[config.mk]
export PLATFORM = sky130hd
export DESIGN_NAME = move_register_fifo
export DESIGN_NICKNAME = d
export VERILOG_FILES = /design/src/rtl/move_register_fifo.sv
export SDC_FILE = /design/constraint.sdc
export NUM_CORES = 1
export LEC_CHECK = 0
export ABC_AREA = 0
export BUFFER_PORTS_ARGS = -buffer_cell sky130_fd_sc_hd__buf_2
export CAP_MARGIN = 15
export CORE_MARGIN = 3
export CORE_UTILIZATION = 45
export DETAILED_ROUTE_END_ITERATION = 10
export GPL_ROUTABILITY_DRIVEN = 0
export GPL_TIMING_DRIVEN = 0
export HOLD_SLACK_MARGIN = 0.02
export PLACE_DENSITY = 0.69
export RECOVER_POWER = 25
export SYNTH_ARGS = -nofsm -noshare
export SYNTH_HDL_FRONTEND = slang
export SYNTH_SLANG_ARGS = --single-unit
[constraint.sdc]
create_clock -name clk -period 4 [get_ports clk]
set_input_delay 0 -clock clk [delete_from_list [all_inputs] [get_ports clk]]
set_output_delay 0 -clock clk [all_outputs]
set_load 0.005 [all_outputs]
[src/rtl/move_register_fifo.sv]
// Registered move-entry stage for vanishing-piece tic-tac-toe.
// Owns the board, turn bit and per-player age queues.
module move_register_fifo #(
  parameter int CELLS      = 9,
  parameter int IDX_W      = 4,
  parameter int MAX_PIECES = 3,
  parameter int CNT_W      = 4
) (
  input  logic                 clk,
  input  logic                 rst,
  input  logic                 clear,
  input  logic                 freeze,
  input  logic                 key_valid,
  input  logic [IDX_W-1:0]     key_idx,
  output logic [2*CELLS-1:0]   board,
  output logic                 whos_turn,
  output logic                 move_ok,
  output logic                 move_err,
  output logic                 removed_valid,
  output logic [IDX_W-1:0]     removed_idx,
  output logic [CNT_W-1:0]     count_x,
  output logic [CNT_W-1:0]     count_o
);

  localparam int QD = (MAX_PIECES > 0) ? MAX_PIECES : 1;
  localparam int PW = (QD > 1) ? $clog2(QD) : 1;

  logic [1:0]       cell_q [CELLS];
  logic [1:0]       cell_d [CELLS];
  logic             turn_q, turn_d;
  logic             ok_q, ok_d;
  logic             err_q, err_d;
  logic             rv_q, rv_d;
  logic [IDX_W-1:0] ridx_q, ridx_d;
  logic [IDX_W-1:0] fifo_q [2][QD];
  logic [IDX_W-1:0] fifo_d [2][QD];
  logic [PW-1:0]    head_q [2];
  logic [PW-1:0]    head_d [2];
  logic [PW-1:0]    tail_q [2];
  logic [PW-1:0]    tail_d [2];
  logic [CNT_W-1:0] cnt_q [2];
  logic [CNT_W-1:0] cnt_d [2];

  logic             in_range;
  logic             occupied;
  logic             mover;
  logic [1:0]       mark;
  logic             full;
  logic [IDX_W-1:0] oldest;
  logic             do_clear;
  logic             do_rej;
  logic             do_acc;

  function automatic logic [PW-1:0] ptr_inc(input logic [PW-1:0] p);
    return (p == PW'(QD - 1)) ? '0 : p + 1'b1;
  endfunction

  always_comb begin
    in_range = {1'b0, key_idx} < (IDX_W + 1)'(CELLS);
    occupied = 1'b0;
    for (int i = 0; i < CELLS; i++) begin
      if (key_idx == IDX_W'(i) && cell_q[i] != 2'b00)
        occupied = 1'b1;
    end
    mover  = turn_q;
    mark   = turn_q ? 2'b01 : 2'b10;
    full   = (MAX_PIECES > 0) &&
             (cnt_q[mover] == CNT_W'(MAX_PIECES));
    oldest = fifo_q[mover][head_q[mover]];
    do_clear = clear;
    do_rej = !clear && key_valid &&
             (freeze || !in_range || occupied);
    do_acc = !clear && key_valid &&
             !freeze && in_range && !occupied;
  end

  always_comb begin
    cell_d = cell_q;
    turn_d = turn_q;
    ok_d   = 1'b0;
    err_d  = 1'b0;
    rv_d   = 1'b0;
    ridx_d = ridx_q;
    fifo_d = fifo_q;
    head_d = head_q;
    tail_d = tail_q;
    cnt_d  = cnt_q;
    unique case (1'b1)
      do_clear: begin
        for (int i = 0; i < CELLS; i++) cell_d[i] = 2'b00;
        turn_d = 1'b0;
        ridx_d = '0;
        for (int p = 0; p < 2; p++) begin
          head_d[p] = '0;
          tail_d[p] = '0;
          cnt_d[p]  = '0;
        end
      end
      do_rej: begin
        err_d = 1'b1;
      end
      do_acc: begin
        ok_d   = 1'b1;
        turn_d = ~turn_q;
        // the vanished cell is occupied, so it never equals key_idx
        for (int i = 0; i < CELLS; i++) begin
          if (full && oldest == IDX_W'(i))
            cell_d[i] = 2'b00;
          if (key_idx == IDX_W'(i))
            cell_d[i] = mark;
        end
        if (MAX_PIECES > 0) begin
          fifo_d[mover][tail_q[mover]] = key_idx;
          tail_d[mover] = ptr_inc(tail_q[mover]);
          if (full) begin
            head_d[mover] = ptr_inc(head_q[mover]);
            rv_d   = 1'b1;
            ridx_d = oldest;
          end else begin
            cnt_d[mover] = cnt_q[mover] + 1'b1;
          end
        end else if (cnt_q[mover] < CNT_W'(CELLS)) begin
          cnt_d[mover] = cnt_q[mover] + 1'b1;
        end
      end
      default: begin
      end
    endcase
  end

  always_ff @(posedge clk or negedge rst) begin
    if (!rst) begin
      for (int i = 0; i < CELLS; i++) cell_q[i] <= 2'b00;
      turn_q <= 1'b0;
      ok_q   <= 1'b0;
      err_q  <= 1'b0;
      rv_q   <= 1'b0;
      ridx_q <= '0;
      for (int p = 0; p < 2; p++) begin
        head_q[p] <= '0;
        tail_q[p] <= '0;
        cnt_q[p]  <= '0;
        for (int j = 0; j < QD; j++) fifo_q[p][j] <= '0;
      end
    end else begin
      cell_q <= cell_d;
      turn_q <= turn_d;
      ok_q   <= ok_d;
      err_q  <= err_d;
      rv_q   <= rv_d;
      ridx_q <= ridx_d;
      fifo_q <= fifo_d;
      head_q <= head_d;
      tail_q <= tail_d;
      cnt_q  <= cnt_d;
    end
  end

  always_comb begin
    board = '0;
    for (int i = 0; i < CELLS; i++)
      board[2*i +: 2] = cell_q[i];
  end

  assign whos_turn     = turn_q;
  assign move_ok       = ok_q;
  assign move_err      = err_q;
  assign removed_valid = rv_q;
  assign removed_idx   = ridx_q;
  assign count_x       = cnt_q[0];
  assign count_o       = cnt_q[1];

endmodule

Yosys cells after proc, flatten, opt, wreduce, memory -nomap -nowiden
Cells that the tools add are included.
{"block": "classes", "eq_ne": 30, "n_reduce_logical": 54, "n_addsub": 3, "mux": 70, "order_cmp": 6, "bitwise": 4}
{"operator": "2-bit two-way mux", "n": 28}
{"operator": "12-bit two-way mux", "n": 4}
{"operator": "4-bit two-way mux", "n": 9}
{"operator": "18-bit case mux with 2 select lines", "n": 1}
{"operator": "4-bit by 3-bit == test with 1-bit output, second input constant", "n": 8}
{"operator": "3-bit by 1-bit inequality test with 1-bit output, second input constant", "n": 9}
{"operator": "1-bit logical AND", "n": 25}
{"operator": "24-bit bitwise mux", "n": 1}
{"operator": "4-bit case mux with 2 select lines", "n": 3}
{"operator": "2-bit AND reduction", "n": 11}
{"operator": "4-bit by 2-bit == test with 1-bit output, second input constant", "n": 5}
{"operator": "2-bit nonzero test", "n": 10}
{"operator": "8-bit case mux with 2 select lines", "n": 1}
{"operator": "1-bit two-way mux", "n": 13}
{"operator": "12-bit demux with 1-bit select", "n": 1}
{"operator": "4-bit binary-select mux with 2-bit select", "n": 1}
{"operator": "4-bit bitwise mux", "n": 2}
{"operator": "8-bit bitwise mux", "n": 1}
{"operator": "4-bit demux with 2-bit select", "n": 1}
{"operator": "4-bit by 1-bit == test with 1-bit output, second input constant", "n": 2}
{"operator": "4-bit == test, second input constant", "n": 2}
{"operator": "4-bit logical NOT", "n": 2}
{"operator": "8-bit two-way mux", "n": 1}
{"operator": "3-bit >= comparator, second input constant", "n": 2}
{"operator": "other kinds (16)", "n": 24}
{"block": "word_totals", "output_inout_bits": 34, "ff_bits": 66, "input_bits": 9}

Longest topological paths before layout
{"block": "depth", "ltp_word": 15, "ltp_mapped": 11, "mapped_depth_nobuf": 8}

Worst setup path after synthesis
No wires, ideal clock.
{"block": "synth_path", "kind": "register -> register", "start": "reg turn_q, in the netlist whos_turn", "end": "reg cell_q (netlist bit board[1])", "period_less_slack_ns": 2.622, "setup_slack_ns": 1.378, "setup_ns": 0.121, "t_arrival_ns": 2.501, "stages_incl_launch_ff": 12, "required_time_ns": 3.879, "path_cell_list": "dfrtp_1 -> clkbuf_1 -> clkbuf_1 -> buf_2 -> mux2i_1 -> inv_1 -> ha_1 -> o21a_1 -> nand3_1 -> nor4_1 -> o22ai_1 -> a22o_1"}
{"block": "synth_via", "elab_chain_cells": 12, "word_cells_on_any_way": 22}
{"item": "start, declared", "line": "30", "text": "logic turn_q, turn_d;"}
{"item": "start signal, assigned", "line": "147", "text": "turn_q <= turn_d;"}
{"item": "1-bit inverter with 2-bit output"}
{"item": "2-bit two-way mux (not written as such) (3 in series)", "line": "69", "text": "oldest = fifo_q[mover][head_q[mover]];"}
{"item": "2-bit inverter with 3-bit output (not written as such)", "line": "69"}
{"item": "4-bit binary-select mux with 2-bit select", "line": "69"}
{"item": "4-bit two-way mux (not written as such) (2 in series)", "line": "69"}
{"item": "4-bit logical NOT", "line": "107", "text": "if (full && oldest == IDX_W'(i))"}
{"item": "1-bit logical AND", "line": "107"}
{"item": "3-bit by 1-bit inequality test with 1-bit output (no line)"}
{"item": "2-bit AND reduction (no line)"}
{"item": "end signal, assigned", "line": "146", "text": "cell_q <= cell_d;"}
{"item": "end, declared", "line": "28", "text": "logic [1:0] cell_q [CELLS];"}
Several ways; a longest one is shown, not always the timed one. The select of a mux whose other input is x is not followed.
A chain may end at the register's enable or synchronous reset.

Final worst setup path
Same ends and word-level chain as after synthesis.

==> out/metrics.yaml <==
timing:
  grt_setup_unrepaired: "no"
  post-route-period-util: 0.856
  timing.fmax_mhz: 292
  timing_hold_violations_final: 0
  final.setup_skew_ps: 17.0
  tns_ps: 0
  timing_worst_slew_pin_value_ps: 1610
  relSlewSlack: -0.0747
  period_minus_slack_ps: 3430
  maxSlewViolCount: 67
  setup_viol_count_final: 0
grt:
  initial_antenna_violation_count: 0
  number_of_global_route_vias_before_repair: 2957
  grt_pass1_wl_um: 15400
  total_routing_usage_reported_by_global_routing: 0.219
  maximum_number_of_pins_on_one_net_before_global_route_repair: 67
  globalRoute.totalOverflow: 0
setup_path:
  worstPathArrival_ps: 3650
  worst-endpoint-required_ps: 4230
  path_class: "reg2reg"
  critPathCaptureType: "flop"
  crit_path_start_kind: "flop"
  worst-path-max-fanout: 10
power_and_ir_drop:
  ir_worst_vdd_mv: 0.174
  cell_pwr_density_nw_per_um2: 364
  total_leakage_power_nw: 1.92
synthesis:
  ys_seq_elements: 66
  synth.yosys.seq_area_share: 0.449
  syn_avg_cell_area_um2: 10.8
  netlist_area_um2: 3680
  synth.largest_area_cell: "dfrtp_1"
  ys.warnings.count: 0
  dominant_cells_by_area_after_synthesis: "dfrtp_1 (45%), mux2_2 (6.7%), a21o_1 (2.2%)"
  ys_types: 72
  synthesis.instances: 340
  synth_edf_count: 0
  synth.top_cell.area_share: 0.449
  synth_top_flop_cell: "dfrtp_1"
  proportion_of_synthesized_flip_flops_having_asynchronous_set_or_reset: 1.00
  syn-num-nets: 350
floorplan:
  core_area_um2: 7850
  initial_core_util: 0.469
  die_area_um2: 9300
  floorplan.die.height_um: 96.4
  io_pins: 43
  rows: 32
  die-width_um: 96.4
cts:
  tritoncts_num_sinks: 66
  post_cts_resized: 0
  cts_tree: "done"
  clk-insertion-delay-late_ps: 350
  htree_num_levels: 3
  holdBufCountCts: 3
  cts.path.max_buffers: 2
  clk_pin_slew_ps: 90
  cts-buffers-inserted: 9
  post_cts_setup_repair_buffer_count: 0
  cts_root_buffer: "clkbuf_8"
drt:
  vias: 3113
  antenna_violating_nets_post_route: 0
  drcViolationCount: 0
  drt_first_pass_iters: 6
  wl_per_cell_um: 19.3
  avgViaCountPerCell: 6.19
  drt_iter0_drc: 230
  detail_route.wirelength_um: 9710
place:
  port_buffers: 42
  detailed_place_hpwl_um: 6780
cells_and_area:
  drive_above_1_share: 0.219
  nets: 406
  diodes: 0
  area_growth_pct: 14.9
  post-route-util: 0.539
min_path:
  min_delay_worst_type: "in2reg"
run_status:
  violations_in_the_final_reports: "max-capacitance violations, max-slew violations"
  run_status: "finished with violations"
run:
  cap_violations: 1
## sequential cells by signal, summed over array words and instances, names as in the netlist
name and flops:
board 18, removed_valid 1, whos_turn 1, removed_idx 4
tail_q 4, count_x 4, move_err 1, move_ok 1
count_o 4, fifo_q 24, head_q 4
## cell usage in the layout, fill, tap and decap left out, drive strengths merged, types with 9 or more instances in the layout
master / count
mux2: 30
nor2: 23
o32ai: 11
nor2b: 9
inv: 15
a21o: 11
dfrtp: 66
nand2: 17
buf: 25
clkbuf: 52
## power breakdown
| part | total (mW) | internal, mW | switching, mW |
|---|---|---|---|
| logic | 0.223 | 0.0847 | 0.139 |
| clock network | 0.599 | 0.324 | 0.275 |
| registers | 0.719 | 0.700 | 0.0186 |
| total | 1.54 | 1.11 | 0.433 |
## per-layer routing
layer  up-vias  wire length (µm)  global-route usage
met2       129              4610               0.360
li1       1405                 -                   -
met3        15               509              0.0310
met5         -                 0                   0
met4         0               160              0.0654
met1      1564              4430               0.299
## worst max-delay path, stage by stage (launching register included)
cell	delay [ps]
dfrtp_1	350
clkbuf_1	340
clkbuf_1	460
buf_2	330
mux2i_1	100
inv_1	80
ha_1	260
o21a_1	350
nand3_1	230
nor4_1	330
o22ai_1	170
a22o_1	280
## through the flow
step	setup slack (ps)	cell area [µm²]	hold WS [ps]	power, mW	std cells
after detailed placement	671	4020	153	0.950	484
after CTS	637	4260	60.6	1.55	503
final	574	4230	73.1	1.54	503
after global routing	250	4230	81.3	1.61	503
after global placement	677	4020	316	0.945	484
after floorplan	1380	3680	-296	0.873	340
## synth_stat cells (all sizes together) (3+ instances only)
cell     number
a21o         11
clkbuf       15
inv          14
a221oi        4
nor2b         9
nor3b         4
dfrtp        66
o22ai         7
nand3b        5
mux2i         5
a22o          5
mux2         30
nand2        17
nor4          7
a32o          3
buf           9
or4b          3
a31oi         3
a211oi        4
o32a          3
nor4bb        3
nor2         23
a311oi        3
o2bb2ai       7
nand2b        8
nand4b        4
nand4         3
o21ai         8
nor3          8
a21oi         6
o32ai        11
nand3         5
or2           3
## cell type report
type | count | area (µm²)
flip-flops and latches | 66 | 1650
plain buffers | 24 | 123
repair buffers | 45 | 209
inverters | 14 | 52.6
fillers | 739 | 3620
clock buffers | 11 | 151
well taps | 102 | 128
clock inverters | 5 | 61.3
multi-input cells | 236 | 1850
## final timing paths
path                                   startpoint                         end  slack (ps)  cells after the start
hold reg to reg            fifo_q[13]$_DFFE_PN0P_      fifo_q[13]$_DFFE_PN0P_         490                      1
setup reg to reg            whos_turn$_DFFE_PN0P_        board[1]$_DFFE_PN0P_         570                     11
min in group asynchronous                     rst  removed_idx[3]$_DFFE_PN0P_         590                      2
max in group asynchronous                     rst        board[1]$_DFFE_PN0P_        2430                      2
hold / removal                         key_idx[3]        board[3]$_DFFE_PN0P_          70                      3
setup / recovery            whos_turn$_DFFE_PN0P_        board[1]$_DFFE_PN0P_         570                     11
## cells by family after synthesis
kind of cell / synth area share
AOI/OAI and AO/OA: 0.195
buffers and inverters: 0.0476
DFF: 0.449
adders and majority gates: 0.00340
and+or+nand+nor: 0.196
muxes: 0.109
(Power assumes the default switching activity.)
